$ cat config.mk
export PLATFORM = sky130hd
export DESIGN_NAME = uart_tx_arbiter
export DESIGN_NICKNAME = d
export VERILOG_FILES = /design/src/rtl/uart_tx_arbiter.sv
export SDC_FILE = /design/constraint.sdc
export NUM_CORES = 1
export LEC_CHECK = 0
export CORE_ASPECT_RATIO = 1.5
export CORE_MARGIN = 1.5
export CORE_UTILIZATION = 44
export CTS_CLUSTER_DIAMETER = 40
export DETAILED_ROUTE_END_ITERATION = 8
export PLACE_DENSITY = 0.79
export SLEW_MARGIN = 10
export SYNTH_ARGS = -nofsm -noshare
export SYNTH_HDL_FRONTEND = slang
export SYNTH_SLANG_ARGS = --single-unit
$ cat constraint.sdc
create_clock -name clk -period 3.5 [get_ports clk]
set_clock_uncertainty 0.2 [all_clocks]
set_input_delay 0.7 -clock clk [delete_from_list [all_inputs] [get_ports clk]]
set_output_delay 0.7 -clock clk [all_outputs]
set_load 0.02 [all_outputs]
$ cat src/rtl/uart_tx_arbiter.sv
// Round-robin arbiter sharing one UART transmitter (8N1) among NUM_REQ requesters.
// Define UART_TX_PARITY_EN to append an even-parity bit after the data bits.
module uart_tx_arbiter #(
  parameter int NUM_REQ      = 4,
  parameter int CLKS_PER_BIT = 16
) (
  input  logic                 clk,
  input  logic                 rst,
  input  logic [NUM_REQ-1:0]   req,
  input  logic [NUM_REQ*8-1:0] data,
  output logic [NUM_REQ-1:0]   gnt,
  output logic                 busy,
  output logic                 tx
);

  localparam int PW = (NUM_REQ > 1) ? $clog2(NUM_REQ) : 1;
  localparam int TW = $clog2(CLKS_PER_BIT);
  localparam logic [TW-1:0] LAST_TICK = TW'(CLKS_PER_BIT - 1);

`ifdef UART_TX_PARITY_EN
  typedef enum logic [2:0] {IDLE, START, DATA, PARITY, STOP} state_e;
`else
  typedef enum logic [2:0] {IDLE, START, DATA, STOP} state_e;
`endif

  state_e        state_q, state_d;
  logic [TW-1:0] bitTimer_q, bitTimer_d;
  logic [2:0]    bitIdx_q, bitIdx_d;
  logic [PW-1:0] ptr_q, ptr_d;
  logic [7:0]    dataByte_q, dataByte_d;
  logic          tx_q, tx_d;

  logic          found;
  logic [PW-1:0] sel;
  logic [PW-1:0] selNext;
  logic [7:0]    selByte;
  logic          lastTick;

  // First requester with req high, scanning upward from the pointer with wrap.
  always_comb begin
    int idx;
    found = 1'b0;
    sel   = '0;
    idx   = 0;
    for (int k = 0; k < NUM_REQ; k++) begin
      idx = int'(ptr_q) + k;
      if (idx >= NUM_REQ) idx = idx - NUM_REQ;
      if (!found && req[PW'(idx)]) begin
        found = 1'b1;
        sel   = PW'(idx);
      end
    end
  end

  always_comb begin
    selByte = '0;
    for (int k = 0; k < NUM_REQ; k++) begin
      if (sel == PW'(k)) selByte = data[8*k +: 8];
    end
    selNext = (int'(sel) == NUM_REQ - 1) ? '0 : sel + 1'b1;
  end

  assign lastTick = (bitTimer_q == LAST_TICK);

  always_comb begin
    state_d    = state_q;
    bitTimer_d = bitTimer_q;
    bitIdx_d   = bitIdx_q;
    ptr_d      = ptr_q;
    dataByte_d = dataByte_q;
    gnt        = '0;
    tx_d       = 1'b1;

    case (state_q)
      IDLE: begin
        bitTimer_d = '0;
        bitIdx_d   = '0;
        if (found) begin
          gnt[sel]   = 1'b1;
          dataByte_d = selByte;
          ptr_d      = selNext;
          state_d    = START;
        end
      end
      START: begin
        bitTimer_d = bitTimer_q + 1'b1;
        if (lastTick) begin
          bitTimer_d = '0;
          state_d    = DATA;
        end
      end
      DATA: begin
        bitTimer_d = bitTimer_q + 1'b1;
        if (lastTick) begin
          bitTimer_d = '0;
          bitIdx_d   = bitIdx_q + 3'd1;
          if (bitIdx_q == 3'd7) begin
`ifdef UART_TX_PARITY_EN
            state_d = PARITY;
`else
            state_d = STOP;
`endif
          end
        end
      end
`ifdef UART_TX_PARITY_EN
      PARITY: begin
        bitTimer_d = bitTimer_q + 1'b1;
        if (lastTick) begin
          bitTimer_d = '0;
          state_d    = STOP;
        end
      end
`endif
      STOP: begin
        bitTimer_d = bitTimer_q + 1'b1;
        if (lastTick) begin
          bitTimer_d = '0;
          state_d    = IDLE;
        end
      end
      default: state_d = IDLE;
    endcase

    // tx is registered from the next state so the line level lines up with state_q.
    case (state_d)
      START:  tx_d = 1'b0;
      DATA:   tx_d = dataByte_d[bitIdx_d];
`ifdef UART_TX_PARITY_EN
      PARITY: tx_d = ^dataByte_d;
`endif
      default: tx_d = 1'b1;
    endcase

    if (rst) gnt = '0;
  end

  always_ff @(posedge clk) begin
    if (rst) begin
      state_q    <= IDLE;
      bitTimer_q <= '0;
      bitIdx_q   <= '0;
      ptr_q      <= '0;
      dataByte_q <= '0;
      tx_q       <= 1'b1;
    end else begin
      state_q    <= state_d;
      bitTimer_q <= bitTimer_d;
      bitIdx_q   <= bitIdx_d;
      ptr_q      <= ptr_d;
      dataByte_q <= dataByte_d;
      tx_q       <= tx_d;
    end
  end

  assign busy = (state_q != IDLE);
  assign tx   = tx_q;

endmodule

=== Yosys cells after proc, flatten, opt, wreduce, memory -nomap -nowiden ===
Cells that the tools add are included.
Widths: inputs -> output; s select.

* $add $sub $neg: 10
* Magnitude comparators: 11
* Eq/ne operators: 11
* Multiplexer cells: 49
* Reduce and logical (&&, ||, !) cells: 13

{| class="wikitable"
|+ Operators with widths
! kind !! number
|-
| $mux 8 || 6
|-
| $mux 2 || 9
|-
| $mux 3 || 6
|-
| $lt 2x4->1 const B || 4
|-
| $mux 4 || 4
|-
| $mux 1 || 14
|-
| $pmux 3 s4 || 1
|-
| $eq 3x2->1 const B || 3
|-
| $ge 3x3->1 const B || 3
|-
| $bmux 1 s2 || 4
|-
| $pmux 4 s2 || 1
|-
| $sub 2x1->2 const B || 4
|-
| $add 2x2->3 const B || 2
|-
| $eq 3x1->1 const B || 2
|-
| $pmux 3 s2 || 1
|-
| $add 4x1->4 const B || 1
|-
| $eq 2x1->1 const B || 2
|-
| $eq 2x2->1 const B || 2
|-
| $eq 4x4->1 const B || 1
|-
| $logic_and 1x1->1 || 4
|-
| $lt 3x4->1 const B || 1
|-
| $add 2x1->3 const B || 1
|-
| $add 3x1->3 const B || 1
|-
| $bmux 1 s3 || 1
|-
| other kinds (14) || 16
|}

* Flip-flop bits (word level): 21

=== Logic depth before layout (Yosys ltp) ===
Gate-level depths: netlist of run 1.

* Depth in word-level cells: 25
* Mapped depth: 14
* Mapped depth without buffers: 12

=== Worst setup path before layout of run 1 ===
Ideal clock, no wire load.

* Path type: input -> output
* From: input port req[2]
* To: output port gnt[2]
* Arrival time: 2,721 ps
* Data required time: 2,600 ps
* Setup slack: -121 ps
* Cell stages on the path: 8
* Path buffers: 3
* Cell sequence: or4_4 buf_6 and2_2 inv_1 ha_1 buf_4 clkbuf_1 nor3b_1

* Word-level cells in the longest chain between the ends: 20
* Elaborated cells between the ends (all ways): 34
* Classes of those cells: order compare (2); mux (25); reduce/logical (7)

{| class="wikitable"
|+ Ends and longest elaborated chain
! element !! RTL line !! RTL
|-
| start, declared || 9 || <nowiki>input logic [NUM_REQ-1:0] req,</nowiki>
|-
| $bmux 1 s2 || 48 || <nowiki>if (!found && req[PW'(idx)]) begin</nowiki>
|-
| $mux 1 (not written as such) (2 in a row) || 48 ||
|-
| $mux 1 || 48 ||
|-
| $logic_not 1->1 || 48 ||
|-
| $logic_and 1x1->1 || 48 ||
|-
| $mux 1 || 48 ||
|-
| $logic_not 1->1 || 48 ||
|-
| $logic_and 1x1->1 || 48 ||
|-
| [... 3 more ...] || - ||
|-
| $mux 2 || 48 ||
|-
| $lt 2x3->1 (not written as such) or $ge 2x1->1 (tied branches) || 79 || <nowiki>gnt[sel] = 1'b1;</nowiki>
|-
| $logic_and 1x1->1 (not written as such) || 79 ||
|-
| $mux 1 (not written as such) || 79 ||
|-
| $demux 1 s2 || 79 ||
|-
| $mux 4 * || 78 || <nowiki>if (found) begin</nowiki>
|-
| $mux 4 * || 74 || <nowiki>case (state_q)</nowiki>
|-
| $mux 4 * || 135 || <nowiki>if (rst) gnt = '0;</nowiki>
|-
| end, declared || 11 || <nowiki>output logic [NUM_REQ-1:0] gnt,</nowiki>
|}

Every way passes the cells marked *; elsewhere a longest branch is shown, timed or not. The select of a mux whose other input is x is not followed.

=== Worst setup path after layout of run 1 ===
* From: input port req[3]
* To: register tx_q (netlist: tx)

* Word-level cells in the longest chain between the ends: 23
* Elaborated cells between the ends (all ways): 43
* Classes of those cells: eq/ne (5); mux (31); reduce/logical (7)

{| class="wikitable"
|+ Ends and longest elaborated chain
! element !! RTL line !! RTL
|-
| $bmux 1 s2 || 48 ||
|-
| $mux 1 (not written as such) (2 in a row) || 48 ||
|-
| $mux 1 || 48 ||
|-
| $logic_not 1->1 || 48 ||
|-
| $logic_and 1x1->1 || 48 ||
|-
| $mux 1 || 48 ||
|-
| $logic_not 1->1 || 48 ||
|-
| $logic_and 1x1->1 || 48 ||
|-
| [... 3 more ...] || - ||
|-
| $mux 2 || 48 ||
|-
| $logic_not 2->1 || 58 || <nowiki>if (sel == PW'(k)) selByte = data[8*k +: 8];</nowiki>
|-
| $mux 8 (4 in a row) || 58 ||
|-
| $mux 8 || 78 ||
|-
| $mux 8 || 74 ||
|-
| $bmux 1 s3 || 128 || <nowiki>DATA: tx_d = dataByte_d[bitIdx_d];</nowiki>
|-
| $mux 1 (not written as such) || 128 ||
|-
| $pmux 1 s2 * || 126 || <nowiki>case (state_d)</nowiki>
|-
| end signal, assigned || 152 || <nowiki>tx_q <= tx_d;</nowiki>
|-
| end, declared || 31 || <nowiki>logic tx_q, tx_d;</nowiki>
|}

Marked as above.
A chain may end at the register's enable or synchronous reset.

==> results.ini, run 1 <==
[synth]
syn-mean-instance-area_um2 = 7.82
ys_seq_area_share_pct = 26.1
synth_area_um2 = 1610
synth_top_cells_by_area = dfxtp_1 (26%), a21oi_1 (5.9%), ha_1 (5.4%)
syn-num-nets = 251
async_flop_share_pct = 0
synth-seq-cells = 21
synth_top_area_cell = dfxtp_1
syn_inst = 206
synth_edf_count = 0
ys.flop_type = dfxtp_1
synth.distinct_cells = 49
yosys_warnings = 0
synth_top_area_share_pct = 26.1

[hold_path]
hold_start = ptr_q[0]
whs_path_depth = 2
holdCritPathClass = flop to flop
worst_hold_path.endpoint = ptr_q[0]

[floorplanning]
std_cell_rows = 26
die_x_um = 52.4
initial_utilization_pct = 46.7
die-area_um2 = 4040
die_h_um = 77.1
boundaryPins = 44
core_region_area_um2 = 3450

[clocking]
cts_buffers = 3
clock-sinks = 21
ctsHoldBuffers = 0
cts_root_buffer = clkbuf_8
clk-insertion-delay-late_ps = 260
ctsLongestPathBuffers = 2
cts_tree = built
cts.clk_slew.worst_paths_ps = 70
htreeDepth = 1

[power_and_ir_drop]
p_switching_uw = 212
p_clk_share_pct = 23.0
p_int_uw = 479
irDropWorstVdd_uv = 205
power_density_nw_per_um2 = 311
leakagePower_nw = 0.891
seq_power_share_pct = 38.1
p_sw_share_pct = 30.6
p_comb_share_pct = 38.8

[routing]
ant_nets = 0
wirelength_um = 4510
wl_per_cell_um = 15.1
vias = 1745
viasPerCell = 5.84
drcViolationCount = 0
drtIter0Drc = 36
drt-pass1-iter-count = 5

[timing]
period_share_pct = 98.1
slew_viol_final = 0
rsz0062_at_grt = yes
hold_viol_final = 0
fin_tns_setup_ps = 0
fin_ws_ps = 65.3
fmax_mhz = 291
min_period_ps = 3430
setup_viol = 0

[setup_path]
rr_startpoint = ptr_q[1]
reg2reg_depth = 11
worstSetupPathType = input port to flop
cp_max_fo = 5
required_ps = 3480
crit_path_start_kind = input port
rrSetupSlack_ps = 390
arrival_ps = 3410
cp-end-kind = flop
reg2reg_to = tx

[placement]
gp_congestion = 0.863
io_buffers = 43
place_ws_ps = -391
hpwlAfterDp_um = 3360

[final_layout]
antenna_cells = 0
n_fill_cell = 302
mostFrequentLayoutCells = clkdlybuf4s50_1 (36), dfxtp_1 (21), nor2_1 (20), a21oi_1 (19), nand2_1 (17)
area_growth_pct = 37.8
layout_commonest_cell = clkdlybuf4s50_1
layout-drive-gt1-share_pct = 18.7
nets = 303

[grt]
grt_overflow_total = 0
grt_pass1_vias = 1690
antenna_found_initial = 0
grt_pass1_wl_um = 7400
grt_max_degree = 19
grtUsageTotal_pct = 23.8

[run]
cap_violations = 0

[run_status]
status = complete, no violations

-- timing repair --
item | 4_1_cts | 5_1_grt
buffers inserted | 0 | 1
endpoints found under the hold margin | 0 | 0
resized for setup | 17 | 16
endpoints found under the setup margin | 5 | 5
pin swaps | 2 | 10
cloned | 0 | 1
-- worst max-delay path by stage --
stage / startpoint / to / slack [ps] / cells after the start
after floorplan: req[2] / gnt[0] / 40 / 7
after global placement: req[0] / gnt[3] / -360 / 7
after detailed placement: req[2] / gnt[0] / -390 / 7
after CTS: req[0] / gnt[3] / 7 / 7
after global routing: req[3] / tx / -50 / 12
final: req[3] / tx / 70 / 12
-- flip-flops by register name, summed over array words and instances (netlist names) --
name,cells
ptr_q,2
state_q,3
dataByte_q,8
bitTimer_q,4
tx,1
bitIdx_q,3
-- cell usage after synthesis (5+ instances only) --
cell type and number:
dfxtp_1 21, nor2_1 20, a21oi_1 19, nand2_1 17
inv_1 15, nand3_1 12, a221oi_1 9, ha_1 7
nand3b_1 7, nor3b_1 7, o21ai_0 6, o22ai_1 6
buf_6 5, clkbuf_1 5
-- cell type report --
class	count	area [um2]	share of cell area (%)
clock buffers	4	45.0	2.03
flip-flops and latches	21	420	19.0
multi-input cells	155	1070	48.4
well taps	42	52.6	2.37
repair buffers	62	569	25.7
inverters	15	56.3	2.54
-- power by group through the flow --
| stage | registers, mW | clock network (mW) | logic, mW |
|---|---|---|---|
| 6_report | 0.263 | 0.159 | 0.268 |
| 5_1_grt | 0.265 | 0.171 | 0.292 |
| 4_1_cts | 0.263 | 0.160 | 0.249 |
| 3_5_place_dp | 0.268 | 0 | 0.243 |
| 3_3_place_gp | 0.268 | 0 | 0.237 |
| 2_1_floorplan | 0.266 | 0 | 0.141 |
-- critical path, stage by stage --
cell             delay [ps]
clkdlybuf4s50_1         420
or4_4                   520
and2_4                  190
inv_1                    80
ha_2                    240
buf_6                   150
a21oi_1                  50
a221oi_2                260
o22ai_2                 130
mux2_2                  270
o2111a_1                240
a221oi_2                170
-- metrics by stage --
step                      utilization, %  hold slack [ps]  instances  instance area (um2)  power, mW
final                               64.3              321        299                 2220      0.691
after detailed placement            61.4              305        293                 2120      0.511
after global placement              61.4              289        293                 2120      0.505
after floorplan                        -              269        206                 1620      0.407
after global routing                64.3              356        299                 2220      0.728
after CTS                           63.1              321        297                 2180      0.672
-- metal layers --
| layer | up-vias | routed length (um) | global-route usage (%) |
|---|---|---|---|
| met2 | 43 | 2450 | 41.9 |
| met3 | 17 | 130 | 3.50 |
| met4 | 0 | 205 | 11.8 |
| li1 | 848 | - | - |
| met1 | 837 | 1730 | 26.5 |
| met5 | - | 0 | 0 |
-- cell families after synthesis --
kind of cell,count (synthesis),synth area share [%]
AO/OA/AOI/OAI,59,27.0
AND/OR/NAND/NOR,85,29.1
flip-flops,21,26.1
XOR/XNOR,1,0.544
adder cells (fa/ha/maj),7,5.44
other,1,0.233
multiplexers,2,1.40
buffers and inverters,30,10.2
No activity file was read; power rests on OpenSTA's default activity.
==> run 2, diff against run 1 <==
--- a/config.mk
+++ b/config.mk
@@ -5,6 +5,7 @@
 export SDC_FILE = /design/constraint.sdc
 export NUM_CORES = 1
 export LEC_CHECK = 0
+export CAP_MARGIN = 20
 export CORE_ASPECT_RATIO = 1.5
 export CORE_MARGIN = 1.5
 export CORE_UTILIZATION = 44
==> results of run 2 <==
Same layout as run 1: the final DEF is identical, and so are final timing and power.
==> run 3, diff against run 2 <==
--- a/config.mk
+++ b/config.mk
@@ -9,10 +9,12 @@
 export CORE_ASPECT_RATIO = 1.5
 export CORE_MARGIN = 1.5
 export CORE_UTILIZATION = 44
-export CTS_CLUSTER_DIAMETER = 40
+export CTS_CLUSTER_DIAMETER = 100
 export DETAILED_ROUTE_END_ITERATION = 8
+export GPL_ROUTABILITY_DRIVEN = 0
 export PLACE_DENSITY = 0.79
 export SLEW_MARGIN = 10
 export SYNTH_ARGS = -nofsm -noshare
 export SYNTH_HDL_FRONTEND = slang
 export SYNTH_SLANG_ARGS = --single-unit
+export TNS_END_PERCENT = 1
==> results of run 3 <==
Same layout as run 1: the final DEF is identical, and so are final timing and power.
